[config.mk]
export PLATFORM = sky130hd
export DESIGN_NAME = mem_ctrl
export DESIGN_NICKNAME = d
export VERILOG_FILES = /design/src/rtl/mem_ctrl.sv
export SDC_FILE = /design/constraint.sdc
export NUM_CORES = 1
export LEC_CHECK = 0
export BUFFER_PORTS_ARGS = -buffer_cell sky130_fd_sc_hd__buf_4
export CAP_MARGIN = 20
export CORE_ASPECT_RATIO = 0.5
export CORE_UTILIZATION = 50
export DETAILED_ROUTE_END_ITERATION = 16
export GPL_TIMING_DRIVEN = 1
export HOLD_SLACK_MARGIN = 0.05
export PLACE_DENSITY = 0.84
export SETUP_SLACK_MARGIN = 0.1
export SYNTH_ARGS = -nofsm -noshare
export SYNTH_HDL_FRONTEND = slang
export SYNTH_SLANG_ARGS = --single-unit
[constraint.sdc]
create_clock -name clk -period 9 [get_ports clk]
set_clock_uncertainty 0.2 [all_clocks]
set_input_delay 1.35 -clock clk [delete_from_list [all_inputs] [get_ports clk]]
set_output_delay 1.35 -clock clk [all_outputs]
set_load 0.02 [all_outputs]
[src/rtl/mem_ctrl.sv]
// mem_ctrl: arbiter and byte-serial sequencer for the shared byte-wide RAM port.
// Instruction fetch and the load/store stage share one RAM; loads, stores and
// fetches are split into little-endian byte cycles and reassembled here.
module mem_ctrl #(
   parameter int RAM_AW = 17
) (
   input  logic              clk,
   input  logic              rst,
   input  logic              if_req,
   input  logic [31:0]       if_addr,
   input  logic              if_flush,
   output logic              if_done,
   output logic [31:0]       if_inst,
   input  logic              mem_req,
   input  logic              mem_we,
   input  logic [1:0]        mem_size,
   input  logic [31:0]       mem_addr,
   input  logic [31:0]       mem_wdata,
   output logic              mem_done,
   output logic [31:0]       mem_rdata,
   output logic [RAM_AW-1:0] ram_a,
   output logic              ram_wr,
   output logic [7:0]        ram_dout,
   input  logic [7:0]        ram_din
);

   typedef enum logic [1:0] {IDLE, IF_RD, MEM_RD, MEM_WR} state_t;

   state_t              state, state_n;
   logic [2:0]          cnt, cnt_n;
   logic [2:0]          len, len_n;
   logic [RAM_AW-1:0]   base, base_n;
   logic [31:0]         wr_buf, wr_buf_n;
   logic [31:0]         rd_buf, rd_buf_n;
   logic [RAM_AW-1:0]   ram_a_n;
   logic                ram_wr_n;
   logic [7:0]          ram_dout_n;
   logic                if_done_n;
   logic [31:0]         if_inst_n;
   logic                mem_done_n;
   logic [31:0]         mem_rdata_n;

   logic [2:0]          req_len;
   logic [2:0]          next_idx;
   logic [RAM_AW-1:0]   next_a;
   logic [7:0]          next_wbyte;
   logic [1:0]          cap_idx;
   logic [31:0]         rd_merged;
   logic                unused_addr_bits;

   // Address bits above the RAM width are deliberately dropped.
   assign unused_addr_bits = ^{if_addr[31:RAM_AW], mem_addr[31:RAM_AW]};

   // Byte count of the pending load/store, the next byte's address/data, and
   // the read buffer with the byte arriving this cycle merged into its lane.
   always_comb begin
      case (mem_size)
         2'd0:    req_len = 3'd1;
         2'd1:    req_len = 3'd2;
         default: req_len = 3'd4;
      endcase
      next_idx   = cnt + 3'd1;
      next_a     = base + RAM_AW'(next_idx);
      next_wbyte = wr_buf[{next_idx[1:0], 3'b000} +: 8];
      cap_idx    = cnt[1:0] - 2'd1;
      rd_merged  = rd_buf;
      rd_merged[{cap_idx, 3'b000} +: 8] = ram_din;
   end

   // Next-state and next-output logic; every register holds unless changed,
   // done pulses and the write strobe default low.
   always_comb begin
      state_n     = state;
      cnt_n       = cnt;
      len_n       = len;
      base_n      = base;
      wr_buf_n    = wr_buf;
      rd_buf_n    = rd_buf;
      ram_a_n     = ram_a;
      ram_wr_n    = 1'b0;
      ram_dout_n  = ram_dout;
      if_done_n   = 1'b0;
      if_inst_n   = if_inst;
      mem_done_n  = 1'b0;
      mem_rdata_n = mem_rdata;
      case (state)
         IDLE: begin
            // The done cycle is never an acceptance cycle: requesters only
            // react to done in the cycle after it.
            if (!if_done && !mem_done) begin
               if (mem_req) begin
                  base_n   = mem_addr[RAM_AW-1:0];
                  len_n    = req_len;
                  cnt_n    = 3'd0;
                  rd_buf_n = 32'd0;
                  ram_a_n  = mem_addr[RAM_AW-1:0];
                  if (mem_we) begin
                     wr_buf_n   = mem_wdata;
                     ram_wr_n   = 1'b1;
                     ram_dout_n = mem_wdata[7:0];
                     state_n    = MEM_WR;
                  end else begin
                     state_n = MEM_RD;
                  end
               end else if (if_req && !if_flush) begin
                  base_n   = if_addr[RAM_AW-1:0];
                  len_n    = 3'd4;
                  cnt_n    = 3'd0;
                  rd_buf_n = 32'd0;
                  ram_a_n  = if_addr[RAM_AW-1:0];
                  state_n  = IF_RD;
               end
            end
         end
         IF_RD, MEM_RD: begin
            if (state == IF_RD && if_flush) begin
               state_n = IDLE;
               cnt_n   = 3'd0;
            end else begin
               if (cnt != 3'd0) begin
                  rd_buf_n = rd_merged;
               end
               if (cnt == len) begin
                  state_n = IDLE;
                  cnt_n   = 3'd0;
                  if (state == IF_RD) begin
                     if_done_n = 1'b1;
                     if_inst_n = rd_merged;
                  end else begin
                     mem_done_n  = 1'b1;
                     mem_rdata_n = rd_merged;
                  end
               end else begin
                  cnt_n = next_idx;
                  if (next_idx != len) begin
                     ram_a_n = next_a;
                  end
               end
            end
         end
         MEM_WR: begin
            if (next_idx == len) begin
               state_n    = IDLE;
               cnt_n      = 3'd0;
               mem_done_n = 1'b1;
            end else begin
               cnt_n      = next_idx;
               ram_a_n    = next_a;
               ram_dout_n = next_wbyte;
               ram_wr_n   = 1'b1;
            end
         end
         default: begin
            state_n = IDLE;
            cnt_n   = 3'd0;
         end
      endcase
   end

   // State and registered outputs, cleared by synchronous reset.
   always_ff @(posedge clk) begin
      if (rst) begin
         state     <= IDLE;
         cnt       <= 3'd0;
         len       <= 3'd0;
         base      <= '0;
         wr_buf    <= 32'd0;
         rd_buf    <= 32'd0;
         ram_a     <= '0;
         ram_wr    <= 1'b0;
         ram_dout  <= 8'd0;
         if_done   <= 1'b0;
         if_inst   <= 32'd0;
         mem_done  <= 1'b0;
         mem_rdata <= 32'd0;
      end else begin
         state     <= state_n;
         cnt       <= cnt_n;
         len       <= len_n;
         base      <= base_n;
         wr_buf    <= wr_buf_n;
         rd_buf    <= rd_buf_n;
         ram_a     <= ram_a_n;
         ram_wr    <= ram_wr_n;
         ram_dout  <= ram_dout_n;
         if_done   <= if_done_n;
         if_inst   <= if_inst_n;
         mem_done  <= mem_done_n;
         mem_rdata <= mem_rdata_n;
      end
   end

endmodule

==> results of run 1 <==
-- power by group --
| part | leakage (nW) | switching [mW] | internal [mW] | total, mW |
|---|---|---|---|---|
| Combinational | 2.14 | 0.696 | 0.430 | 1.13 |
| Clock | 0.272 | 0.327 | 0.394 | 0.721 |
| Sequential | 1.48 | 0.109 | 0.969 | 1.08 |
| Total | 3.89 | 1.13 | 1.79 | 2.92 |
-- final timing paths --
path / depth (start not counted) / endpoint / slack (ns)
worst min register to register: 2 / rd_buf[2] / 0.25
worst max register to register: 8 / ram_a[3] / 5.26
worst min-delay path: 2 / rd_buf[2] / 0.25
worst max-delay path: 8 / ram_a[3] / 5.26
-- metrics by stage --
| stage | setup WS (ns) | cells | area, sq um | hold WS [ns] | util |
|---|---|---|---|---|---|
| final | 5.264 | 1272 | 10030 | 0.2454 | 0.6423 |
| after global routing | 4.908 | 1272 | 10030 | 0.2615 | 0.6423 |
| after CTS | 5.282 | 1269 | 9980 | 0.2474 | 0.6391 |
| after detailed placement | 5.124 | 1237 | 9413 | 0.2384 | 0.6028 |
| after global placement | 5.237 | 1237 | 9413 | 0.2330 | 0.6028 |
| after floorplan | 5.956 | 919 | 8093 | 0.2273 | - |
-- synthesized netlist by cell type, types with 4 or more instances --
| library cell | n |
|---|---|
| ha_1 | 15 |
| a21oi_1 | 109 |
| buf_2 | 11 |
| a211oi_1 | 86 |
| buf_1 | 4 |
| mux4_2 | 8 |
| nand2_2 | 9 |
| nand3_1 | 5 |
| nand4_1 | 4 |
| xor2_1 | 5 |
| nor2b_1 | 34 |
| a21oi_2 | 9 |
| mux2i_1 | 25 |
| nand2_1 | 127 |
| inv_1 | 11 |
| nor2_1 | 108 |
| nand3b_1 | 32 |
| o211ai_1 | 13 |
| xnor2_1 | 14 |
| dfxtp_1 | 181 |
| clkbuf_1 | 47 |
| nor3_1 | 10 |
-- layer usage --
| metal | wire, microns | GRT usage | vias up |
|---|---|---|---|
| li1 | - | - | 3485 |
| met1 | 9317 | 0.3176 | 3309 |
| met2 | 9917 | 0.4096 | 191 |
| met3 | 893 | 0.03535 | 14 |
| met4 | 148 | 0.06653 | 0 |
| met5 | 0 | 0 | - |
-- registers in the layout (all words and copies together), names as in the netlist, 8 cells and up --
| register | count |
|---|---|
| base | 17 |
| if_inst | 32 |
| mem_rdata | 32 |
| ram_a | 17 |
| ram_dout | 8 |
| rd_buf | 32 |
| wr_buf | 32 |
-- worst max-delay path: stages, from the launching register on --
cell     delay (ns)
dfxtp_1        0.50
inv_1          0.13
ha_1           0.89
xor2_1         0.23
nor4b_2        0.39
o32a_2         0.26
or2_1          0.72
nor2_1         0.11
nor3_1         0.20
-- cell type report --
| type | count | area, sq um |
|---|---|---|
| Inverter | 11 | 41.29 |
| Tap cell | 204 | 255.2 |
| Fill cell | 1251 | 5585 |
| Sequential cell | 181 | 3623 |
| Clock buffer | 20 | 446.7 |
| Multi-Input combinational cell | 658 | 4115 |
| Timing Repair Buffer | 186 | 1428 |
| Clock inverter | 12 | 120.1 |
-- cell families (layout without fill, tap and decap cells) --
family / after synthesis / in the layout / share of synthesized area
DFF: 181 / 181 / 0.4477
xor gates and xnor gates: 21 / 21 / 0.02706
muxes: 36 / 36 / 0.05736
buffers and inverters: 80 / 229 / 0.04607
and+or+nand+nor: 350 / 350 / 0.2079
adders and majority gates: 16 / 16 / 0.02566
AOI/OAI and AO/OA: 235 / 235 / 0.1882
-- layout by cell type (no fill, tap or decap), types with 3 or more instances in the layout --
cell	Yosys	layout
inv_1	11	11
o211ai_1	13	13
nand2_2	9	9
o21ai_0	3	3
mux2i_1	25	25
a211oi_1	86	86
nand4_1	4	4
nor4b_2	3	3
and4_1	3	3
clkinv_4	0	4
ha_1	15	15
nor2b_1	34	34
nand3b_1	32	32
clkbuf_16	0	17
mux4_2	8	8
a21oi_2	9	10
nand3_1	5	5
xnor2_1	14	14
xor2_1	5	5
nor2_1	108	106
mux2_2	3	3
dfxtp_1	181	181
inv_6	0	4
buf_4	2	183
nand2_1	127	127
nor3_1	10	10
a21oi_1	109	108
==> results.json, run 1 <==
{
  "viasPerCell": 5.502,
  "drtAntennaViolNets": 0,
  "synth-seq-cells": 181,
  "io_pins": 204,
  "critPathMaxFanout": 17,
  "clock_path_buffers": 2,
  "drive_gt1_frac": 0.2463,
  "seq_area_frac_synth": 0.4477,
  "synthArstFlopShare": 0,
  "clk_pin_slew_ns": 0.07,
  "p_total_mw": 2.924,
  "coreArea_sq_mm": 0.01562,
  "antenna_cells": 0,
  "fp-row-count": 32,
  "grt_pass1_vias": 6525,
  "setup_tns_ns": 0,
  "timing.fmax_mhz": 267.7,
  "fin_nets": 1183,
  "cts_buffers": 17,
  "clock_sinks": 181,
  "start_util": 0.5183,
  "rr_startpoint": "cnt[1]",
  "area_delta_synth_final_pct": 23.93,
  "wl_mm": 20.28,
  "root_buffer": "clkbuf_16",
  "cellPowerDensity_mw_per_mm2": 291.5,
  "design.die.area_sq_mm": 0.01673,
  "cts_resized": 0,
  "worst_slew_pin_slew_ns": 0.9375,
  "hpwlAfterDp_mm": 13.57,
  "die_w_microns": 181.9,
  "hold_path_class": "flip-flop to flip-flop",
  "setup_violations": 0,
  "vias": 6999,
  "netlist_area_sq_mm": 0.008093,
  "insertion_delay_ns": 0.43,
  "cts_tree": "done",
  "cp-start-kind": "flip-flop",
  "syn_inst": 919,
  "slew_headroom": 0.3702,
  "worst-endpoint-required_ns": 9.13,
  "wire_per_inst_microns": 15.94,
  "hold_viol": 0,
  "postCtsSetupBuffers": 0,
  "yosysWarnings": 0,
  "cts_hold_buf": 0,
  "hp-start": "rd_buf[2]",
  "endpoint_kind": "flip-flop",
  "worstPathArrival_ns": 3.87,
  "vdd_drop_max_v": 0.0001527,
  "status": "complete, no violations",
  "synth_ff_type": "dfxtp_1",
  "rsz0062_at_grt": "no",
  "grt_start_max_net_pins": 102,
  "grt_usage": 0.2398,
  "die_y_microns": 91.96,
  "cp-startpoint": "cnt[1]",
  "antenna_found_initial": 0,
  "ys_types": 57,
  "overflow": 0,
  "drt_first_iter_violations": 621,
  "drv_cap": 0,
  "syn_nets": 1047,
  "p_leak_nw": 3.890,
  "place_congestion": 0.8316,
  "synth_top_area_share": 0.4477,
  "drc": 0,
  "drv_slew": 0,
  "synth_top_area_cell": "dfxtp_1",
  "synthTopCellsByArea": "dfxtp_1 (45%), a211oi_1 (8.0%), a21oi_1 (6.7%)",
  "port_buffers": 173,
  "drt-pass1-iter-count": 5,
  "avgSynthCellArea_sq_um": 8.806,
  "period_share": 0.4151,
  "min_period_ns": 3.736,
  "critPathKind": "flip-flop to flip-flop",
  "synth_edf_count": 0,
  "htree_num_levels": 4,
  "grt_first_pass_wirelength_mm": 32.36
}
No activity file was read; power rests on OpenSTA's default activity.
==> run 2, diff against run 1 <==
Settings changed: ABC_AREA from default to 1, CORE_UTILIZATION 50 to 49, PLACE_DENSITY 0.84 to 0.85.
Clock period 9 ns to 3.3 ns, I/O delays scaled along.
==> results.json, run 2 <==
{
  "status": "complete, no violations",
  "use_met2": 0.4197,
  "area_delta_synth_final_pct": 22.94,
  "io_pins": 204,
  "worstHoldPathCells": 4,
  "wire_per_inst_microns": 14.57,
  "synth_ff_type": "dfxtp_1",
  "cts_hold_buf": 0,
  "whs_endpoint": "len[0]",
  "top_usage_layer": "met2",
  "p_leak_nw": 4.578,
  "drtAntennaViolNets": 0,
  "crit_slowest_cell": "dfxtp_1",
  "rsz0062_at_grt": "no",
  "worst-endpoint-required_ns": 3.39,
  "vdd_drop_max_v": 0.0005126,
  "die_y_microns": 95.58,
  "critPathKind": "flip-flop to flip-flop",
  "cts_resized": 0,
  "grt_start_max_net_pins": 66,
  "rr_endpoint": "ram_a[16]",
  "postCtsSetupBuffers": 0,
  "avgSynthCellArea_sq_um": 7.205,
  "timing.fmax_mhz": 356.7,
  "finalInstanceArea_sq_mm": 0.01055,
  "critPathMaxFanout": 7,
  "overflow": 0,
  "fill_cells": 1508,
  "synth_top_area_share": 0.4223,
  "seq_area_sq_mm": 0.003623,
  "design.die.area_sq_mm": 0.01808,
  "syn_inst": 1191,
  "fp-row-count": 33,
  "die_w_microns": 189.1,
  "hpwlAfterDp_mm": 16.04,
  "critPathTopFamily": "adder cells",
  "drt_first_iter_violations": 658,
  "hp-start": "mem_size[0]",
  "htree_num_levels": 4,
  "insertion_delay_ns": 0.44,
  "path_common_cell": "nand2_1",
  "min_period_ns": 2.803,
  "cp-start-kind": "flip-flop",
  "multi_input_area_sq_mm": 0.003850,
  "yosysWarnings": 0,
  "met1_usage": 0.3296,
  "viasPerCell": 5.314,
  "cts_buffers": 17,
  "antenna_found_initial": 0,
  "synthArstFlopShare": 0,
  "drv_cap": 0,
  "slowest_delay_ns": 0.47,
  "drive_gt1_frac": 0.1860,
  "ys_types": 41,
  "setup_tns_ns": 0,
  "worst_slack_ns": 0.4966,
  "cellPowerDensity_mw_per_mm2": 769.9,
  "drv_slew": 0,
  "synth-seq-cells": 181,
  "period_share": 0.8495,
  "vias": 8322,
  "worstPathArrival_ns": 2.90,
  "r2r_slack_ns": 0.50,
  "netlist_area_sq_mm": 0.008581,
  "place_congestion": 0.9012,
  "layout.cells.non_filler": 1566,
  "hold_path_class": "input pin to flip-flop",
  "dp_slack_ns": 0.5246,
  "port_buffers": 173,
  "worst_slew_pin_slew_ns": 0.7601,
  "clock_path_buffers": 2,
  "syn_nets": 1319,
  "synth_edf_count": 0,
  "start_util": 0.5119,
  "cts_tree": "done",
  "grt_pass1_vias": 7418,
  "synthTopCellsByCount": "nand2_1 (199), inv_1 (186), dfxtp_1 (181)",
  "worstPathBufferInverterCount": 3,
  "synth_top_area_cell": "dfxtp_1",
  "drc": 0,
  "yosysMostFrequentCell": "nand2_1",
  "whs_ns": 0.1188,
  "root_buffer": "clkbuf_16",
  "grt_use_met3": 0.04637,
  "reg2reg_depth": 12,
  "cp_cell_sequence": "inv_1, ha_1, inv_2, fa_1, inv_1, nand3_1, nand2_1, nand2_1, o21ai_0, nand3_1, nand2_1, a21oi_1",
  "synthTopCellsByArea": "dfxtp_1 (42%), a21oi_1 (10%), nand2_1 (8.7%)",
  "grt_first_pass_wirelength_mm": 35.91,
  "antenna_cells": 0,
  "grt_usage": 0.2500,
  "hold_viol": 0,
  "dp.cells": 1534,
  "endpoint_kind": "flip-flop",
  "clk_pin_slew_ns": 0.07,
  "seq_area_frac_synth": 0.4223,
  "layout_commonest_cell": "nand2_1",
  "fin_nets": 1454,
  "drt-pass1-iter-count": 5,
  "mostFrequentLayoutCells": "nand2_1 (199), buf_4 (189), inv_1 (185), dfxtp_1 (181), a21oi_1 (173)",
  "clock_sinks": 181,
  "place_area_sq_mm": 0.009953,
  "wl_mm": 22.82,
  "setup_violations": 0,
  "slew_headroom": 0.4926,
  "rr_startpoint": "cnt[1]",
  "coreArea_sq_mm": 0.01676
}
[run 2: area by class of cell]
class                   count  share of cell area
multi-input cells         743              0.3650
flip-flops and latches    181              0.3435
repair buffers            192              0.1402
inverters                 191             0.06796
clock buffers              18             0.04163
well taps                 227             0.02692
clock inverters            14             0.01483
[run 2: kinds of logic (layout without fill, tap and decap cells)]
family                     count (synthesis)  after routing  synth area share
and+or+nand+nor                          352            352            0.1843
AOI/OAI and AO/OA                        372            372            0.2356
xor gates and xnor gates                   3              3          0.003938
DFF                                      181            181            0.4223
buffers and inverters                    267            415            0.1296
adders and majority gates                 16             16           0.02421
[run 2: per-layer routing]
| metal | vias to the layer above | wire length, microns |
|---|---|---|
| li1 | 4169 | - |
| met1 | 3826 | 10540 |
| met2 | 303 | 10530 |
| met3 | 24 | 1435 |
| met4 | 0 | 310 |
| met5 | - | 0 |
[run 2: through the flow]
stage | total power [mW] | util
global placement | 5.923 | 0.5926
floorplan | 5.119 | -
CTS | 8.126 | 0.6293
finish | 8.121 | 0.6293
global route | 8.599 | 0.6293
detailed placement | 6.050 | 0.5937
[run 2: worst max-delay path by stage]
stage / start / end / slack (ns) / cells past startpoint
floorplan: cnt[1] / ram_a[16] / 0.64 / 13
global placement: cnt[1] / ram_a[16] / 0.60 / 12
detailed placement: cnt[1] / ram_a[16] / 0.52 / 12
CTS: cnt[1] / ram_a[16] / 0.53 / 12
global route: cnt[1] / ram_a[16] / 0.23 / 12
finish: cnt[1] / ram_a[16] / 0.50 / 12
[run 2: power by group]
| part | leakage [nW] | internal (mW) | switching (mW) |
|---|---|---|---|
| clock | 0.294 | 1.10 | 0.968 |
| combinational | 2.80 | 1.17 | 1.96 |
| sequential | 1.48 | 2.67 | 0.251 |
| total | 4.58 | 4.94 | 3.18 |
[run 2: tightest hold or removal path: cells and delay by family]
family,cells,cell delay [ns]
buffers and inverters,2,0.11
AND/OR/NAND/NOR,1,0.05
AO/OA/AOI/OAI,1,0.05
==> run 3, diff against run 2 <==
Clock period 3.3 ns to 2.4 ns, I/O delays scaled along.
==> results.json, run 3 (synthesis results as in run 2) <==
{
  "cp-start-kind": "flip-flop",
  "crit_slowest_cell": "dfxtp_4",
  "p_leak_nw": 4.844,
  "die_w_microns": 189.1,
  "critPathMaxFanout": 7,
  "grt_start_max_net_pins": 66,
  "routed-wl-met3_mm": 1.650,
  "min_period_ns": 2.244,
  "drive_gt1_frac": 0.2160,
  "timing.fmax_mhz": 445.6,
  "clock_sinks": 181,
  "final_core_util": 0.6688,
  "worst_slack_ns": 0.1556,
  "grt_first_pass_wirelength_mm": 38.13,
  "grt_usage": 0.2641,
  "clock_path_buffers": 2,
  "top_layer_used": "met4",
  "cp_cell_sequence": "inv_2, ha_4, inv_2, fa_2, inv_2, nand3_2, nand2_4, nand3_1, nand2_1, nand3_1, nand2_1, nand2_1, a21oi_2",
  "root_buffer": "clkbuf_16",
  "io_pins": 204,
  "endpoint_kind": "flip-flop",
  "grt_pass1_vias": 7926,
  "drtAntennaViolNets": 0,
  "vias": 8639,
  "antenna_found_initial": 0,
  "fin_nets": 1500,
  "rsz0062_at_grt": "yes",
  "hpwlAfterDp_mm": 16.37,
  "drt-pass1-iter-count": 6,
  "drc": 0,
  "drv_cap": 0,
  "insertion_delay_ns": 0.43,
  "slew_headroom": 0.6675,
  "area_delta_synth_final_pct": 30.65,
  "p_total_mw": 11.76,
  "period_share": 0.9352,
  "cts_tree": "done",
  "start_util": 0.5119,
  "viasPerCell": 5.363,
  "hold_viol": 0,
  "clk_pin_slew_ns": 0.07,
  "wl_met1_mm": 11.08,
  "layout_commonest_cell": "buf_4",
  "antenna_cells": 0,
  "worst-endpoint-required_ns": 2.57,
  "whs_ns": 0.06074,
  "fp-row-count": 33,
  "die_y_microns": 95.58,
  "hold_path_class": "input pin to flip-flop",
  "slowest_delay_ns": 0.37,
  "coreArea_sq_mm": 0.01676,
  "setup_tns_ns": 0,
  "worstPathArrival_ns": 2.41,
  "mostFrequentLayoutCells": "buf_4 (202), nand2_1 (197), inv_1 (181), dfxtp_1 (178), a21oi_1 (170)",
  "worst_slew_pin_slew_ns": 0.4987,
  "drt_first_iter_violations": 735,
  "dr_wl_met2_mm": 11.49,
  "overflow": 0,
  "drv_slew": 0,
  "htree_num_levels": 4,
  "port_buffers": 173,
  "cellPowerDensity_mw_per_mm2": 1049,
  "setup_violations": 0,
  "vdd_drop_max_v": 0.0006108,
  "wl_mm": 24.80,
  "wire_per_inst_microns": 15.39,
  "status": "complete, no violations",
  "place_congestion": 0.8896,
  "dp_slack_ns": -0.01483,
  "design.die.area_sq_mm": 0.01808,
  "critPathKind": "flip-flop to flip-flop",
  "cts_buffers": 17
}
run 3: timing repair:
item / 4_1_cts / 5_1_grt
hold buffers: 27 / 0
gates cloned: 0 / 2
setup buffers: 2 / 7
endpoints found under the hold margin: 27 / 0
pin swaps: 1 / 12
resized for setup: 5 / 31
endpoints found under the setup margin: 17 / 57
run 3: final cells by class:
class / count / area [sq um]
fillers: 1414 / 5553
multi-input cells: 743 / 4010
flip-flops and latches: 181 / 3632
repair buffers: 238 / 1953
inverters: 191 / 720.7
clock buffers: 18 / 439.2
well taps: 227 / 284.0
clock inverters: 13 / 171.4
run 3: worst paths after layout:
| kind | from | endpoint | slack [ns] | cells after the start |
|---|---|---|---|---|
| worst max-delay path | cnt[1] | ram_a[10] | 0.16 | 13 |
| worst min-delay path | mem_wdata[31] | wr_buf[31] | 0.06 | 3 |
| worst min register to register | mem_rdata[16] | mem_rdata[16] | 0.25 | 2 |
| worst max register to register | cnt[1] | ram_a[10] | 0.16 | 13 |
run 3: layer usage:
layer | vias to the layer above | GRT usage
li1 | 4266 | -
met1 | 3963 | 0.3410
met3 | 59 | 0.04748
met4 | 0 | 0.09341
met2 | 351 | 0.4476
met5 | - | 0
run 3: power by group:
part	switching (mW)	leakage, nW	internal (mW)	total [mW]
combinational	2.89	3.05	1.89	4.77
sequential	0.367	1.48	3.68	4.05
clock	1.25	0.305	1.68	2.94
total	4.51	4.84	7.25	11.8
run 3: worst max-delay path, delay by kind of cell (launching register included):
kind	cells	cell delay, ns
fa+ha+maj	2	0.66
flops	1	0.37
compound gates	1	0.13
simple gates	7	0.60
buf+inv	3	0.23
run 3: stage by stage:
step	std cells	instance area, sq um
floorplan	1191	8616
global placement	1542	10050
detailed placement	1542	10050
CTS	1602	10970
global route	1611	11210
finish	1611	11210
